**src/rtl/csr_hpm_counters.sv**
```systemverilog
// csr_hpm_counters: machine-level counter bank for the CSR file.
//   mcycle (B00/B80), minstret (B02/B82), mhpmcounterN (B00+N/B80+N, N=3..COUNTER_COUNT+2),
//   mhpmeventN selectors (320+N), mcountinhibit (320), read-only user shadows (C00+x/C80+x).
//   Unimplemented indices in B03..B1F / B83..B9F / C03..C1F / C83..C9F / 323..33F read as zero with a hit.
// Optional feature (macro CSR_HPM_OVERFLOW_EN): mhpmeventN[31] overflow flag plus a
// registered overflowInterrupt; without it bit 31 reads 0 and overflowInterrupt is tied 0.
// Ports:
//   clk, rst (async, active-low)
//   csrWriteEnable/csrWriteAddress/csrWriteData : CSR write port, effective on the clock edge
//   csrReadEnable/csrReadAddress                : CSR read port, combinational
//   csrReadData/csrRequestOutput                : read data (0 on miss) and hit flag
//   instructionCompleted                        : retire pulse for minstret
//   events[EVENT_COUNT-1:0]                     : per-cycle event pulses for the hpm counters
//   overflowInterrupt                           : OR of pending overflow flags (feature only)
module csr_hpm_counters #(
   parameter int unsigned COUNTER_COUNT = 4,
   parameter int unsigned EVENT_COUNT   = 8,
   parameter int unsigned COUNTER_WIDTH = 64
) (
   input  logic                   clk,
   input  logic                   rst,
   input  logic                   csrWriteEnable,
   input  logic                   csrReadEnable,
   input  logic [11:0]            csrWriteAddress,
   input  logic [11:0]            csrReadAddress,
   input  logic [31:0]            csrWriteData,
   output logic [31:0]            csrReadData,
   output logic                   csrRequestOutput,
   input  logic                   instructionCompleted,
   input  logic [EVENT_COUNT-1:0] events,
   output logic                   overflowInterrupt
);

   // Index space mirrors the CSR low address bits: 0 = cycle, 1 = time (absent), 2 = instret, 3.. = hpm.
   localparam int unsigned NCNT = COUNTER_COUNT + 3;
   localparam logic [63:0] INH_MASK64 = ((64'd1 << NCNT) - 64'd1) & ~64'd2;
   localparam logic [31:0] INH_MASK = INH_MASK64[31:0];

   localparam logic [6:0] PAGE_MLO = 7'h58;  // B00..B1F
   localparam logic [6:0] PAGE_MHI = 7'h5C;  // B80..B9F
   localparam logic [6:0] PAGE_ULO = 7'h60;  // C00..C1F
   localparam logic [6:0] PAGE_UHI = 7'h64;  // C80..C9F
   localparam logic [6:0] PAGE_EVT = 7'h19;  // 320..33F

   logic [COUNTER_WIDTH-1:0] cnt      [NCNT];
   logic [COUNTER_WIDTH-1:0] cnt_next [NCNT];
   logic [7:0]               sel      [NCNT];
   logic [7:0]               sel_next [NCNT];
   logic [31:0]              inh, inh_next;
   logic [NCNT-1:0]          of, of_next;

   logic [6:0] wpage, rpage;
   logic [4:0] widx, ridx;
   logic       rd_hit;
   logic [31:0] rd_val;
   logic [63:0] ext;

   assign wpage = csrWriteAddress[11:5];
   assign widx  = csrWriteAddress[4:0];
   assign rpage = csrReadAddress[11:5];
   assign ridx  = csrReadAddress[4:0];

   function automatic logic event_hit(input logic [7:0] s, input logic [EVENT_COUNT-1:0] ev);
      logic h;
      h = 1'b0;
      for (int unsigned k = 1; k <= EVENT_COUNT; k++)
         if (s == 8'(k)) h = ev[k-1];
      return h;
   endfunction

`ifdef CSR_HPM_OVERFLOW_EN
   logic [NCNT-1:0] wrap;
`endif

   always_comb begin
      inh_next = inh;
      if (csrWriteEnable && wpage == PAGE_EVT && widx == 5'd0)
         inh_next = csrWriteData & INH_MASK;
`ifdef CSR_HPM_OVERFLOW_EN
      wrap = '0;
`endif
      of_next = of;
      for (int unsigned i = 0; i < NCNT; i++) begin
         logic inc;
         logic wr_lo;
         logic wr_hi;
         logic wr_evt;
         inc = 1'b0;
         if (!inh[i]) begin
            if (i == 0)      inc = 1'b1;
            else if (i == 2) inc = instructionCompleted;
            else if (i >= 3) inc = event_hit(sel[i], events);
         end
         wr_lo  = csrWriteEnable && (i != 1) && wpage == PAGE_MLO && widx == 5'(i);
         wr_hi  = csrWriteEnable && (i != 1) && wpage == PAGE_MHI && widx == 5'(i);
         wr_evt = csrWriteEnable && (i >= 3) && wpage == PAGE_EVT && widx == 5'(i);

         // A write to either half replaces the increment for that cycle.
         cnt_next[i] = cnt[i];
         if (wr_lo)
            cnt_next[i][31:0] = csrWriteData;
         else if (wr_hi)
            cnt_next[i][COUNTER_WIDTH-1:32] = csrWriteData[COUNTER_WIDTH-33:0];
         else if (inc) begin
            cnt_next[i] = cnt[i] + COUNTER_WIDTH'(1);
`ifdef CSR_HPM_OVERFLOW_EN
            wrap[i] = (i >= 3) && (&cnt[i]);
`endif
         end

         sel_next[i] = sel[i];
         if (wr_evt) sel_next[i] = csrWriteData[7:0];

`ifdef CSR_HPM_OVERFLOW_EN
         if (wr_evt) of_next[i] = csrWriteData[31];
         if (wrap[i]) of_next[i] = 1'b1;  // wrap beats a simultaneous clear
`endif
      end
   end

   always_ff @(posedge clk or negedge rst) begin
      if (!rst) begin
         inh <= '0;
         of  <= '0;
         for (int unsigned i = 0; i < NCNT; i++) begin
            cnt[i] <= '0;
            sel[i] <= '0;
         end
      end else begin
         inh <= inh_next;
         of  <= of_next;
         for (int unsigned i = 0; i < NCNT; i++) begin
            cnt[i] <= cnt_next[i];
            sel[i] <= sel_next[i];
         end
      end
   end

`ifdef CSR_HPM_OVERFLOW_EN
   always_ff @(posedge clk or negedge rst) begin
      if (!rst) overflowInterrupt <= 1'b0;
      else      overflowInterrupt <= |of;
   end
`else
   assign overflowInterrupt = 1'b0;
`endif

   always_comb begin
      rd_hit = 1'b0;
      rd_val = '0;
      ext    = '0;
      case (rpage)
         PAGE_MLO, PAGE_ULO, PAGE_MHI, PAGE_UHI: begin
            if (ridx != 5'd1) begin
               rd_hit = 1'b1;
               for (int unsigned i = 0; i < NCNT; i++)
                  if (ridx == 5'(i)) ext = 64'(cnt[i]);
               rd_val = (rpage == PAGE_MHI || rpage == PAGE_UHI) ? ext[63:32] : ext[31:0];
            end
         end
         PAGE_EVT: begin
            if (ridx == 5'd0) begin
               rd_hit = 1'b1;
               rd_val = inh;
            end else if (ridx >= 5'd3) begin
               rd_hit = 1'b1;
               for (int unsigned i = 3; i < NCNT; i++)
                  if (ridx == 5'(i)) rd_val = {of[i], 23'd0, sel[i]};
            end
         end
         default: ;
      endcase
   end

   // Reset forces the read port quiet even though decode is purely combinational.
   assign csrRequestOutput = rst && csrReadEnable && rd_hit;
   assign csrReadData      = csrRequestOutput ? rd_val : '0;

endmodule

```
**config.mk**
```make
export PLATFORM = sky130hd
export DESIGN_NAME = csr_hpm_counters
export DESIGN_NICKNAME = d
export VERILOG_FILES = /design/src/rtl/csr_hpm_counters.sv
export SDC_FILE = /design/constraint.sdc
export NUM_CORES = 2
export LEC_CHECK = 0
export BUFFER_PORTS_ARGS = -buffer_cell sky130_fd_sc_hd__buf_2
export CORE_MARGIN = 2
export CORE_UTILIZATION = 45
export CTS_BUF_LIST = sky130_fd_sc_hd__clkbuf_8
export DETAILED_ROUTE_END_ITERATION = 8
export PLACE_DENSITY = 0.71
export SYNTH_ARGS = -nofsm -noshare
export SYNTH_HDL_FRONTEND = slang
export SYNTH_SLANG_ARGS = --single-unit
```
**constraint.sdc**
```tcl
create_clock -name clk -period 5.3 [get_ports clk]
set_clock_uncertainty 0.15 [all_clocks]
set_input_delay 0.265 -clock clk [delete_from_list [all_inputs] [get_ports clk]]
set_output_delay 0.265 -clock clk [all_outputs]
set_load 0.01 [all_outputs]
```
==> After elaboration in Yosys (flattened, before gate mapping) <==
Cells that the tools add are included.
{ "op_classes": {"addsub": 6, "order_cmp": 1, "eq_ne": 60, "n_mux": 82, "bitwise_logic": 6, "reduce_logical": 48} }
{ "op_table": {"columns": ["cell", "count"], "rows": [
  ["two-way mux 32 bit", 26],
  ["two-way mux 64 bit", 13],
  ["adder 64 x 1 -> 64 bit, second input constant", 6],
  ["equality test 8 x 3 -> 1 bit, second input constant", 16],
  ["equality test 8 x 2 -> 1 bit, second input constant", 8],
  ["one-hot mux 32 bit (2 select lines)", 1],
  ["equality test 7 bit, second input constant", 6],
  ["two-way mux 1 bit", 40],
  ["equality test 8 x 1 -> 1 bit, second input constant", 4],
  ["equality test 8 x 4 -> 1 bit, second input constant", 4],
  ["equality test 5 x 3 -> 1 bit, second input constant", 6],
  ["AND reduction 2 bit", 12],
  ["logical AND 1 bit", 22],
  ["equality test 5 x 2 -> 1 bit, second input constant", 4],
  ["nonzero test 2 bit", 10],
  ["equality test 7 x 5 -> 1 bit, second input constant", 2],
  ["inequality test 2 bit, second input constant", 6],
  ["logical NOT 5 bit", 2],
  ["two-way mux 8 bit", 1],
  ["inverter 1 bit", 6],
  ["equality test 5 x 1 -> 1 bit, second input constant", 1],
  [">= comparator 5 x 2 -> 1 bit, second input constant", 1],
  ["inequality test 5 x 1 -> 1 bit, second input constant", 1],
  ["inequality test 2 x 1 -> 1 bit, second input constant", 2],
  ["3 further kinds", 3]
]} }
{ "totals": {"regBits": 422, "inputBits": 69, "output_inout_bits": 34, "wordCells": 220} }

==> Depth between registers and ports, before layout <==
{ "depth": {"word_depth": 13, "depth_mapped": 10, "mapped_depth_nobuf": 8} }

==> Worst setup path after synthesis <==
No wires, ideal clock.
{ "synth_path": {"path_type": "input -> output", "startpoint": "input port csrReadAddress[1]", "endpoint": "output port csrReadData[11]", "arrival_ns": 2.422, "t_required_ns": 4.885, "setup_slack_ns": 2.463, "stages": 8, "path_buffers": 2, "cell_sequence": "buf_2 nand2b_1 nor4_1 clkbuf_1 a221oi_1 nor3_1 a211oi_1 a2111oi_0"} }
{ "synth_via": {"elab_chain_cells": 12, "word_cells_on_any_way": 29, "cone_classes": "1 x order compare; 7 x eq/ne; 19 x mux; 2 x reduce/logical"} }
{ "synth_rtl": {"columns": ["item", "line", "source"], "rows": [
  ["start: declaration", "25", "input logic [11:0] csrReadAddress,"],
  ["logical NOT 5 bit", "157, 162", null],
  ["two-way mux 64 bit (7 in series)", "157", "if (ridx == 5'(i)) ext = 64'(cnt[i]);"],
  ["two-way mux 32 bit", "158", "rd_val = (rpage == PAGE_MHI || rpage == PAGE_UHI) ? ext[63:32] : ext[31:0];"],
  ["two-way mux 32 bit", "154", "if (ridx != 5'd1) begin"],
  ["one-hot mux 32 bit (2 select lines)", "152", "case (rpage)"],
  ["two-way mux 32 bit (*)", "177", "assign csrReadData = csrRequestOutput ? rd_val : '0;"],
  ["end: declaration", "27", "output logic [31:0] csrReadData,"]
]} }
Mark *: on every way between the ends. The rest lies on a longest branch, timed or not.

==> Worst setup path after layout <==
{ "layout_path": {"startpoint": "input port csrReadAddress[1]", "endpoint": "output port csrReadData[21]"} }
The elaborated chain is that of the path after synthesis.

==> impl_metrics.json <==
{
  "cts-buffers-inserted": 79,
  "ios": 103,
  "slowest_stage": "nor4b_1",
  "syn-num-nets": 3641,
  "antenna_found_initial": 10,
  "cp_max_fo": 26,
  "final_cell_mix": "nand2_1 (437), dfrtp_1 (422), o21ai_0 (282)",
  "critPathTopFamily": "compound AO/OA/AOI/OAI gates",
  "ys_ff_latch": 422,
  "coreArea_um2": 63000,
  "first_pass_iters": 9,
  "nets": 3644,
  "dp_slack_ns": 1.14,
  "routed-wl-met3_um": 15100,
  "max_freq_ghz": 0.226,
  "top_layer": "met5",
  "clk_latency_ns": 0.70,
  "fp.dieH_um": 256,
  "final_util": 0.503,
  "worst-path-buf-inv": 3,
  "first_global_vias": 27800,
  "synth_edf_count": 0,
  "max_slew_margin": 0.201,
  "synth_area_um2": 28600,
  "rsz0062_at_grt": "false",
  "placed_area_um2": 29700,
  "grt_pass1_wl_um": 178000,
  "clkPwrFrac": 0.432,
  "dr_wl_met2_um": 51400,
  "cts_resized": 0,
  "setup_viol": 0,
  "yosys_warnings": 0,
  "crit_arrival_ns": 4.00,
  "startpoint": "csrReadAddress[1]",
  "std_cell_rows": 92,
  "violations": "DRC",
  "synth_area_per_cell_um2": 8.02,
  "drv_slew": 0,
  "ys_async_sr_fraction": 1.00,
  "hold_path.class": "input port to asynchronous set/reset pin",
  "drc": 2,
  "timing.rr.start": "cnt[79]",
  "final.setup.tns_ns": 0,
  "hold_viol": 0,
  "crit_path_max_incr_delay_ns": 1.02,
  "start_kind": "input port",
  "swShare": 0.297,
  "cts-root-buf": "clkbuf_8",
  "hold_buffers": 33,
  "clock-sinks": 422,
  "drtIter0Drc": 4454,
  "drive_gt1_frac": 0.113,
  "ys_seq_area_frac": 0.369,
  "clk_pin_slew_ns": 0.07,
  "fill_cells": 6086,
  "pwr-share-comb": 0.106,
  "cts_buffer_depth": 3,
  "dieArea_um2": 65600,
  "status": "complete, but fails checks",
  "area_delta_synth_final_pct": 10.8,
  "vdd_drop_max_mv": 0.142,
  "final.min_clock_period_ns": 4.42,
  "layout_commonest_cell": "nand2_1",
  "whs_ns": 0.00640,
  "final_area_um2": 31700,
  "p_int_uw": 5430,
  "p_switching_uw": 2290,
  "start_util": 0.454,
  "seqPwrFrac": 0.462,
  "p_leak_uw": 0.0124,
  "dp_hpwl_um": 84300,
  "die_w_um": 256,
  "overflow": 0,
  "drt-total-wl_um": 118000,
  "worstSetupPathType": "input port to output port",
  "end_kind": "output port",
  "grt_usage": 0.354,
  "period_share": 0.834,
  "avgViaCountPerCell": 6.74,
  "cts_setup_buffers": 0,
  "synth_flop_cell": "dfrtp_1",
  "required_ns": 4.89,
  "portBuffers": 101,
  "cts_tree": "yes",
  "cellPowerDensity_nw_per_um2": 244,
  "wl_met1_um": 45000,
  "grt_max_degree": 81,
  "final_antenna_net_count": 0,
  "crit_chain": "buf_2 > nor4b_1 > nand2b_1 > nand2_1 > buf_4 > a221oi_1 > o21ai_0 > o21ai_0 > a2111oi_0 > buf_2",
  "place_congestion": 1.01,
  "htreeDepth": 3,
  "num_vias": 30200,
  "syn_inst": 3566,
  "worst_pin_slew_ns": 1.18,
  "synthDistinctLibCells": 97,
  "drt-wirelength-per-cell_um": 26.4,
  "finalWorstSetupSlack_ns": 0.880,
  "cap_violations": 0
}
[cell type report]
class,count,area (µm²),area share
Timing Repair Buffer,204,1370,0.0433
Clock inverter,36,181,0.00573
Sequential cell,422,10600,0.333
Inverter,51,191,0.00604
Clock buffer,105,1450,0.0456
Antenna cell,3,7.51,0.000237
Multi-Input combinational cell,2811,16900,0.532
Tap cell,846,1060,0.0334
[registers in the layout, summed over array words and instances (netlist names)]
register,count
cnt,384
sel,32
inh,6
[logic make-up (layout without fill, tap and decap cells)]
logic type / after synthesis / in the layout / share of synthesized area
adders and majority gates: 6 / 6 / 0.00263
AOI/OAI and AO/OA: 992 / 992 / 0.217
muxes: 91 / 91 / 0.0344
xor gates and xnor gates: 204 / 204 / 0.0625
DFF: 422 / 422 / 0.369
other: 1 / 4 / 0.000131
buffers and inverters: 333 / 396 / 0.0458
and+or+nand+nor: 1517 / 1517 / 0.268
[metrics by stage]
step	power [µW]	std cells
after floorplan	3990	3566
after global placement	4370	4301
after detailed placement	4380	4301
after CTS	7700	4475
after global routing	7940	4476
final	7720	4478
[worst register-to-register path: stages, from the launching register on]
cell and delay [ns]:
dfrtp_1 0.44, nand4_1 0.25, nor3_1 0.79, nand4_1 0.36, nor4_2 0.99, nand3_1 0.19
xor2_1 0.19, o21ai_0 0.16
[per-layer routing]
| metal | track usage | vias up |
|---|---|---|
| li1 | - | 13300 |
| met1 | 0.470 | 14500 |
| met2 | 0.533 | 1994 |
| met3 | 0.0910 | 431 |
| met4 | 0.178 | 14 |
| met5 | 0 | - |
[synth_stat cells (all sizes together) (8+ instances only)]
cell | count | share of area
nand2 | 437 | 0.057
dfrtp | 422 | 0.37
o21ai | 292 | 0.051
nor2 | 283 | 0.037
a21oi | 262 | 0.046
clkbuf | 226 | 0.030
nand3 | 215 | 0.038
nand4 | 128 | 0.029
xnor2 | 113 | 0.035
nor3 | 112 | 0.021
xor2 | 91 | 0.028
o22ai | 86 | 0.019
nor4 | 79 | 0.021
and3 | 78 | 0.017
a221oi | 65 | 0.020
mux2 | 58 | 0.023
buf | 56 | 0.0094
inv | 51 | 0.0067
a22oi | 45 | 0.012
a31oi | 43 | 0.0094
or3 | 38 | 0.0085
mux2i | 33 | 0.012
a211oi | 32 | 0.0084
and4 | 32 | 0.0099
and2 | 21 | 0.0046
or4 | 20 | 0.0054
a311oi | 14 | 0.0045
o311ai | 14 | 0.0043
o211ai | 12 | 0.0032
a222oi | 11 | 0.0039
nand2b | 11 | 0.0024
nor3b | 11 | 0.0029
or2 | 11 | 0.0024
nor2b | 10 | 0.0022
nor4b | 10 | 0.0033
a21o | 9 | 0.0024
o311a | 9 | 0.0032
nand4b | 8 | 0.0025
[power groups by stage]
| stage | Clock (µW) | Sequential (µW) | Combinational, µW |
|---|---|---|---|
| final | 3340 | 3570 | 818 |
| after global routing | 3490 | 3580 | 877 |
| after CTS | 3350 | 3550 | 796 |
| after detailed placement | 0 | 3610 | 776 |
| after global placement | 0 | 3610 | 758 |
| after floorplan | 0 | 3550 | 443 |
[final timing paths]
check,to,slack (ns),cells after the start
max,csrReadData[21],0.88,10
max reg2reg,cnt[98],1.67,7
min reg2reg,cnt[59],0.39,2
min,cnt[6],0.006,2
max in group asynchronous,cnt[427],2.60,4
min in group clk,sel[2],0.07,4
No activity file was read; power rests on OpenSTA's default activity.
